==> src/rtl/dice_roll_ctrl.sv <==
// Dice roller sequencer: steps an external 8-bit LFSR, reduces each draw to a face by
// rejection sampling with a fold fallback, and sums the faces. Optional feature: DICE_CRIT_EN.
module dice_roll_ctrl #(
    parameter int MAX_RETRY = 3
) (
    input  logic       clk,
    input  logic       rst,
    input  logic       req_valid,
    output logic       req_ready,
    input  logic [2:0] req_die,
    input  logic [2:0] req_count,
    output logic       lfsr_step,
    input  logic [7:0] lfsr_q,
    output logic       res_valid,
    input  logic       res_ready,
    output logic [9:0] res_sum,
    output logic [6:0] res_last,
    output logic [3:0] res_folds,
`ifdef DICE_CRIT_EN
    output logic       res_crit,
    output logic       res_fumble,
`endif
    output logic       busy
);

    typedef enum logic [1:0] {IDLE, STEP, SAMPLE, DONE} state_t;

    localparam logic [3:0] MaxRetry = 4'(MAX_RETRY);

    state_t     state_q;
    logic [2:0] die_q;
    logic [3:0] left_q;
    logic [3:0] retry_q;
    logic [9:0] sum_q;
    logic [6:0] last_q;
    logic [3:0] folds_q;
`ifdef DICE_CRIT_EN
    logic       crit_q, fumble_q;
`endif

    logic [6:0] n_d, mask_d;
    logic [7:0] m_d, face_d;
    logic       accept_d, fold_d;

    always_comb begin
        n_d    = 7'd4;
        mask_d = 7'h03;
        case (die_q)
            3'd0: begin n_d = 7'd4;   mask_d = 7'h03; end
            3'd1: begin n_d = 7'd6;   mask_d = 7'h07; end
            3'd2: begin n_d = 7'd8;   mask_d = 7'h07; end
            3'd3: begin n_d = 7'd10;  mask_d = 7'h0F; end
            3'd4: begin n_d = 7'd12;  mask_d = 7'h0F; end
            3'd5: begin n_d = 7'd20;  mask_d = 7'h1F; end
            3'd6: begin n_d = 7'd100; mask_d = 7'h7F; end
            default: begin n_d = 7'd2; mask_d = 7'h01; end
        endcase
        m_d      = lfsr_q & {1'b0, mask_d};
        accept_d = m_d < {1'b0, n_d};
        fold_d   = !accept_d && (retry_q == MaxRetry);
        // mask width guarantees m < 2N, so the folded face always lands in 1..N
        face_d   = accept_d ? (m_d + 8'd1) : (m_d - {1'b0, n_d} + 8'd1);
    end

    always_ff @(posedge clk or posedge rst) begin
        if (rst) begin
            state_q  <= IDLE;
            die_q    <= '0;
            left_q   <= '0;
            retry_q  <= '0;
            sum_q    <= '0;
            last_q   <= '0;
            folds_q  <= '0;
`ifdef DICE_CRIT_EN
            crit_q   <= 1'b0;
            fumble_q <= 1'b0;
`endif
        end else begin
            case (state_q)
                IDLE: if (req_valid) begin
                    die_q    <= req_die;
                    left_q   <= (req_count == 3'd0) ? 4'd8 : {1'b0, req_count};
                    retry_q  <= '0;
                    sum_q    <= '0;
                    folds_q  <= '0;
`ifdef DICE_CRIT_EN
                    crit_q   <= 1'b0;
                    fumble_q <= 1'b0;
`endif
                    state_q  <= STEP;
                end
                STEP: state_q <= SAMPLE;
                SAMPLE: begin
                    if (accept_d || fold_d) begin
                        sum_q   <= sum_q + {2'b00, face_d};
                        last_q  <= face_d[6:0];
                        retry_q <= '0;
                        left_q  <= left_q - 4'd1;
                        if (fold_d && folds_q != 4'hF) folds_q <= folds_q + 4'd1;
`ifdef DICE_CRIT_EN
                        if (die_q == 3'd5 && face_d == 8'd20) crit_q   <= 1'b1;
                        if (die_q == 3'd5 && face_d == 8'd1)  fumble_q <= 1'b1;
`endif
                        state_q <= (left_q == 4'd1) ? DONE : STEP;
                    end else begin
                        retry_q <= retry_q + 4'd1;
                        state_q <= STEP;
                    end
                end
                DONE: if (res_ready) state_q <= IDLE;
                default: state_q <= IDLE;
            endcase
        end
    end

    // Handshake outputs decode straight from the state register, so reset clears them at once.
    assign req_ready = (state_q == IDLE);
    assign busy      = (state_q != IDLE);
    assign lfsr_step = (state_q == STEP);
    assign res_valid = (state_q == DONE);
    assign res_sum   = sum_q;
    assign res_last  = last_q;
    assign res_folds = folds_q;
`ifdef DICE_CRIT_EN
    assign res_crit   = crit_q;
    assign res_fumble = fumble_q;
`endif

endmodule

==> config.mk <==
export PLATFORM = sky130hd
export DESIGN_NAME = dice_roll_ctrl
export DESIGN_NICKNAME = d
export VERILOG_FILES = /design/src/rtl/dice_roll_ctrl.sv
export SDC_FILE = /design/constraint.sdc
export NUM_CORES = 1
export LEC_CHECK = 0
export BUFFER_PORTS_ARGS = -buffer_cell sky130_fd_sc_hd__buf_2
export CORE_MARGIN = 10
export CORE_UTILIZATION = 55
export CTS_CLUSTER_DIAMETER = 150
export DETAILED_ROUTE_END_ITERATION = 16
export PLACE_DENSITY = 0.86
export SLEW_MARGIN = 25
export SYNTH_ARGS = -nofsm -noshare
export SYNTH_HDL_FRONTEND = slang
export SYNTH_SLANG_ARGS = --single-unit
==> constraint.sdc <==
create_clock -name clk -period 10.4 [get_ports clk]
set_clock_uncertainty 0.15 [all_clocks]
set_input_delay 1.56 -clock clk [delete_from_list [all_inputs] [get_ports clk]]
set_output_delay 1.56 -clock clk [all_outputs]
set_load 0.02 [all_outputs]
==> metrics, run 1 <==
status finished, final reports clean; Synth Instances 296; synth warn 0; DR pass1 iterations 4; FP Rows 25; GRT Total Usage 0.1642; most common cell after layout, fill and taps aside buf_2; post-synthesis sequential area ratio 0.3252; postcts setup bufs 0; post-route ant nets 0; worst relative slew slack 0.4518; clock buffer depth 2; clk sinks 34; io pins 43; Max Cap Violations 0; CP top delay family compound AO/OA/AOI/OAI gates; largest cells by area after synthesis dfrtp_1 33%, ha_1 11%, nand2_1 4.9%; Worst-path clk slew 70 ps; largest net degree at the start of global routing 35; async set-reset flop share out of synthesis 1.000; Root Buffer clkbuf_8; Placer Congestion 0.8989; Least-Margin Pin Slew 821.4 ps; RSZ-0062 raised after global routing no; worst-path cell chain buf_2 -> o21ai_1 -> inv_1 -> ha_1 -> nand2_1 -> a311oi_2 -> o21a_2 -> nor2_2 -> mux2_2 -> inv_1 -> fa_1 -> nor2b_1 -> o21ai_0 -> a21oi_1 -> nor2b_1 -> or4_1 -> a21oi_1; vias in the first global route 2281; critical path depth in cells 17; drc violations 0; Routed WL per cell 15.80 um; Crit-path slowest cell or4_1; Final HPWL DP 4808 um; Yosys cell types 61; fin nets 380; HP Class flip-flop to flip-flop; vias post-DR 2329; Final Critical Period 5111 ps; final setup fails 0; diode count 0; vias per cell 5.987; die width 88.97 um; crit path max fanout 8; CP Data Arrival Time 5170 ps; Post-synth EDFFs 0; period utilization 0.4914; Initial Utilization 0.5613; CTS Hold Buffers Added 0; Core Util, Final 0.6285; Final Hold Viols 0; CP startpoint kind input pin; Max Slew Vio Count 0; cell area after synthesis 2616 um2; fmax 195.7 MHz; port buffer count 41; grt total ovfl 0; FF-to-FF setup slack 5710 ps; TritonCTS Buffers 5; top-area cell type share of the netlist area 0.3252; crit end category flip-flop; 1st-iter DRT viols 147; syn_nets 341; Worst-Skew Late Latency 290 ps; fraction of layout cells with a size suffix above 1 0.1940; core footprint 4661 um2; total negative slack 0 ps; CTS tree done; syn_area_per_cell 8.839 um2; CP max stage delay 480 ps; drt total wl 6145 um; die area 7916 um2; CP required 10460 ps; post-CTS sizing 0; most frequent cells in the layout 41 x buf_2, 34 x nand2_1, 34 x dfrtp_1; Yosys top cell by area dfrtp_1; WS Path Type input pin to flip-flop; WHS Path Cells 1; number of synthesized register bits 34; Primary FF master, synth dfrtp_1; wire length of the first global-routing pass 10400 um; layout overhead on the synthesized area 11.96%; Die Y 88.97 um; initial antenna violation count 0; worst path bufs/invs 3; CTS H-tree depth 2; R2R depth 17
==> through the flow <==
step	hold slack [ps]	std cells	worst slack (ps)	cell area, um2
floorplan	333.9	296	5647	2616
global placement	335.1	382	5244	2849
detailed placement	341.3	382	5017	2849
CTS	355.9	389	5309	2929
global route	388.4	389	5013	2929
finish	353.2	389	5289	2929
==> state kept, by name (all words and copies together) (netlist names) <==
| name | cells |
|---|---|
| die_q | 3 |
| state_q | 2 |
| res_sum | 10 |
| left_q | 4 |
| res_folds | 4 |
| res_last | 7 |
| retry_q | 4 |
==> kinds of logic after synthesis <==
logic type                 after synthesis  share of synthesized area
AOI/OAI and AO/OA                       78                     0.2009
adders and majority gates               27                     0.1406
and+or+nand+nor                        104                     0.2009
xor gates and xnor gates                12                    0.04017
buffers and inverters                   30                    0.04686
DFF                                     34                     0.3252
muxes                                   11                    0.04544
==> layer usage <==
metal | share of wire | global-route usage
met5 | 0 | 0
met2 | 0.48 | 0.2779
met4 | 0.019 | 0.04769
met1 | 0.43 | 0.1976
met3 | 0.067 | 0.04740
==> cells in the mapped netlist (2+ instances only) <==
library cell	instances
dfrtp_1	34
nand2_1	34
ha_1	23
o21ai_0	21
inv_1	20
nor2_1	15
a21oi_1	14
nand3_1	8
nor2b_1	8
mux2_2	7
nand2b_1	7
nor3_1	7
o31ai_1	7
xnor2_1	6
xor2_1	6
buf_2	5
a31oi_1	4
and3_1	4
clkbuf_1	4
fa_1	4
mux2i_1	4
nor4_1	4
a21boi_0	2
a22o_1	2
nor2_2	2
nor3b_1	2
o21a_1	2
o21bai_1	2
o311ai_0	2
or2_2	2
or3_1	2
or4_1	2
or4b_1	2
==> layout make-up <==
| class | instances | area, um2 |
|---|---|---|
| clock buffers | 6 | 72.57 |
| clock inverters | 1 | 7.507 |
| fillers | 397 | 1732 |
| inverters | 20 | 75.07 |
| multi-input cells | 232 | 1643 |
| flip-flops and latches | 34 | 850.8 |
| well taps | 54 | 67.56 |
| repair buffers | 42 | 212.7 |
==> worst paths after layout <==
check	end	startpoint
max	res_sum[8]	lfsr_q[3]
min	res_last[5]	res_last[5]
max reg2reg	res_sum[8]	die_q[1]
min reg2reg	res_last[5]	res_last[5]
max in group asynchronous	res_last[3]	rst
min in group asynchronous	res_folds[0]	rst
Power of run 1 is not shown: default switching activity piles up to over one toggle a cycle in this logic, so the estimate is an artifact.
==> run 2: changes to the inputs <==
--- a/config.mk
+++ b/config.mk
@@ -7,10 +7,10 @@
 export LEC_CHECK = 0
 export BUFFER_PORTS_ARGS = -buffer_cell sky130_fd_sc_hd__buf_2
 export CORE_MARGIN = 10
-export CORE_UTILIZATION = 55
+export CORE_UTILIZATION = 51
 export CTS_CLUSTER_DIAMETER = 150
 export DETAILED_ROUTE_END_ITERATION = 16
-export PLACE_DENSITY = 0.86
+export PLACE_DENSITY = 0.84
 export SLEW_MARGIN = 25
 export SYNTH_ARGS = -nofsm -noshare
 export SYNTH_HDL_FRONTEND = slang
==> constraint.sdc (replaced) <==
create_clock -name clk -period 4.6 [get_ports clk]
set_clock_uncertainty 0.15 [all_clocks]
set_input_delay 0.69 -clock clk [delete_from_list [all_inputs] [get_ports clk]]
set_output_delay 0.69 -clock clk [all_outputs]
set_load 0.02 [all_outputs]
==> metrics, run 2 (synthesis results as in run 1) <==
status finished, final reports clean (unchanged); worst-path cell chain nand2b_1 -> or2_2 -> ha_1 -> nand2_1 -> a311oi_2 -> o21a_2 -> nor2_4 -> mux2_2 -> inv_1 -> fa_1 -> nor2b_1 -> o21ai_0 -> a21oi_2 -> nor2b_1 -> or4_1 -> a21oi_1 (was buf_2 -> o21ai_1 -> inv_1 -> ha_1 -> nand2_1 -> a311oi_2 -> o21a_2 -> nor2_2 -> mux2_2 -> inv_1 -> fa_1 -> nor2b_1 -> o21ai_0 -> a21oi_1 -> nor2b_1 -> or4_1 -> a21oi_1); WS Path Type flip-flop to flip-flop (was input pin to flip-flop); HP Class input pin to async pin (was flip-flop to flip-flop); crit end category flip-flop (unchanged); fraction of layout cells with a size suffix above 1 0.2310 (was 0.1940); vias post-DR 2364 (was 2329); Final Hold Viols 0 (unchanged); post-CTS sizing 0 (unchanged); Met3 Routed Length 297 um (was 411 um); post-route ant nets 0 (unchanged); max reg flops 10 (unchanged); drc violations 0 (unchanged); fin nets 386 (was 380); most frequent cells in the layout 41 x buf_2, 34 x nand2_1, 31 x dfrtp_1 (was 41 x buf_2, 34 x nand2_1, 34 x dfrtp_1); CP top delay family simple AND/OR/NAND/NOR gates (was compound AO/OA/AOI/OAI gates); Routed WL per cell 15.19 um (was 15.80 um); CTS H-tree depth 2 (unchanged); layout overhead on the synthesized area 15.78% (was 11.96%); worst path bufs/invs 1 (was 3); drt total wl 6257 um (was 6145 um); Final Cell Area 3029 um2 (was 2929 um2); TritonCTS Buffers 5 (unchanged); DR pass1 iterations 4 (unchanged); Die Y 91.63 um (was 88.97 um); wire length of the first global-routing pass 11140 um (was 10400 um); grt total ovfl 0 (unchanged); highest metal used met4 (unchanged); Core Util, Final 0.6007 (was 0.6285); Worst-Skew Late Latency 300 ps (was 290 ps); R2R depth 16 (was 17); io pins 43 (unchanged); Max Slew Vio Count 0 (unchanged); FF-to-FF setup slack 320 ps (was 5710 ps); CP max stage delay 490 ps (was 480 ps); RR Startpoint die_q[1] (unchanged); DP Area 2914 um2 (was 2849 um2); vias per cell 5.738 (was 5.987); period utilization 0.9310; fmax 233.5 MHz; M1 wire length 2858 um (was 2657 um); Root Buffer clkbuf_8 (unchanged); die area 8395 um2 (was 7916 um2); die width 91.63 um (was 88.97 um); CP required 4670 ps (was 10460 ps); clk sinks 34 (unchanged); Least-Margin Pin Slew 778.8 ps (was 821.4 ps); CTS Hold Buffers Added 0 (unchanged); CTS tree done (unchanged); Final HPWL DP 4806 um (was 4808 um); RSZ-0062 raised after global routing yes (was no); 1st-iter DRT viols 201 (was 147); Reg-to-Reg End res_sum[8] (unchanged); CP most frequent cell nor2b_1; Placer Congestion 0.8802 (was 0.8989); largest net degree at the start of global routing 35 (unchanged); diode count 0 (unchanged); CP Data Arrival Time 4350 ps (was 5170 ps); Worst-path clk slew 80 ps (was 70 ps); worst relative slew slack 0.4802 (was 0.4518); final setup fails 0 (unchanged); placed insts 404 (was 382); Initial Utilization 0.5189 (was 0.5613); WL met2 3012 um (was 2961 um); Max Cap Violations 0 (unchanged); port buffer count 41 (unchanged); FP Rows 26 (was 25); crit path max fanout 12 (was 8); CP startpoint kind flip-flop (was input pin); GRT Total Usage 0.1549 (was 0.1642); most common cell after layout, fill and taps aside buf_2 (unchanged); postcts setup bufs 0 (unchanged); Final Critical Period 4282 ps; Layout Cells excl Fill 412 (was 389); initial antenna violation count 0 (unchanged); Crit-path slowest cell dfrtp_2 (was or4_1); core footprint 5042 um2 (was 4661 um2); vias in the first global route 2488 (was 2281); clock buffer depth 2 (unchanged)
==> run 2: cell types whose count changed in the layout (fill, tap and decap cells not counted), sizes merged <==
| cell | change |
|---|---|
| clkinv | +1 |
| buf | +6 |
==> run 2: worst max path at each step <==
stage,start,endpoint,slack (ps),depth (start not counted)
after global routing,die_q[1],res_sum[8],-8,18
after floorplan,die_q[0],res_sum[9],600,18
after CTS,die_q[0],res_sum[9],180,15
after global placement,die_q[1],res_sum[8],320,17
after detailed placement,lfsr_q[2],res_sum[9],200,17
final,die_q[1],res_sum[8],320,16
==> run 2: tightest hold or removal path: stages <==
cell and delay, ps:
buf_2 100, inv_1 40, buf_4 380
==> run 2: layout make-up <==
class,instances,area [um2]
Fill cell,428,2013
Inverter,20,75.07
Clock buffer,6,82.58
Sequential cell,34,854.6
Timing Repair Buffer,48,257.7
Clock inverter,2,12.51
Multi-Input combinational cell,232,1659
Tap cell,70,87.58
==> run 2: layer usage <==
metal	vias to the layer above	global-route usage
met5	-	0
met4	0	0.04700
met3	10	0.03586
met2	50	0.2601
met1	1146	0.1924
li1	1158	-
==> run 2: per-stage QoR <==
stage          hold slack (ps)  setup WS (ps)  setup TNS (ps)
2_1_floorplan            333.9          603.3               0
3_3_place_gp             337.0          320.5               0
3_5_place_dp             341.5          197.0               0
4_1_cts                  344.9          182.4               0
5_1_grt                  382.3         -7.964          -7.964
6_report                 332.0          317.5               0
Power of run 2 is left out for the same reason.
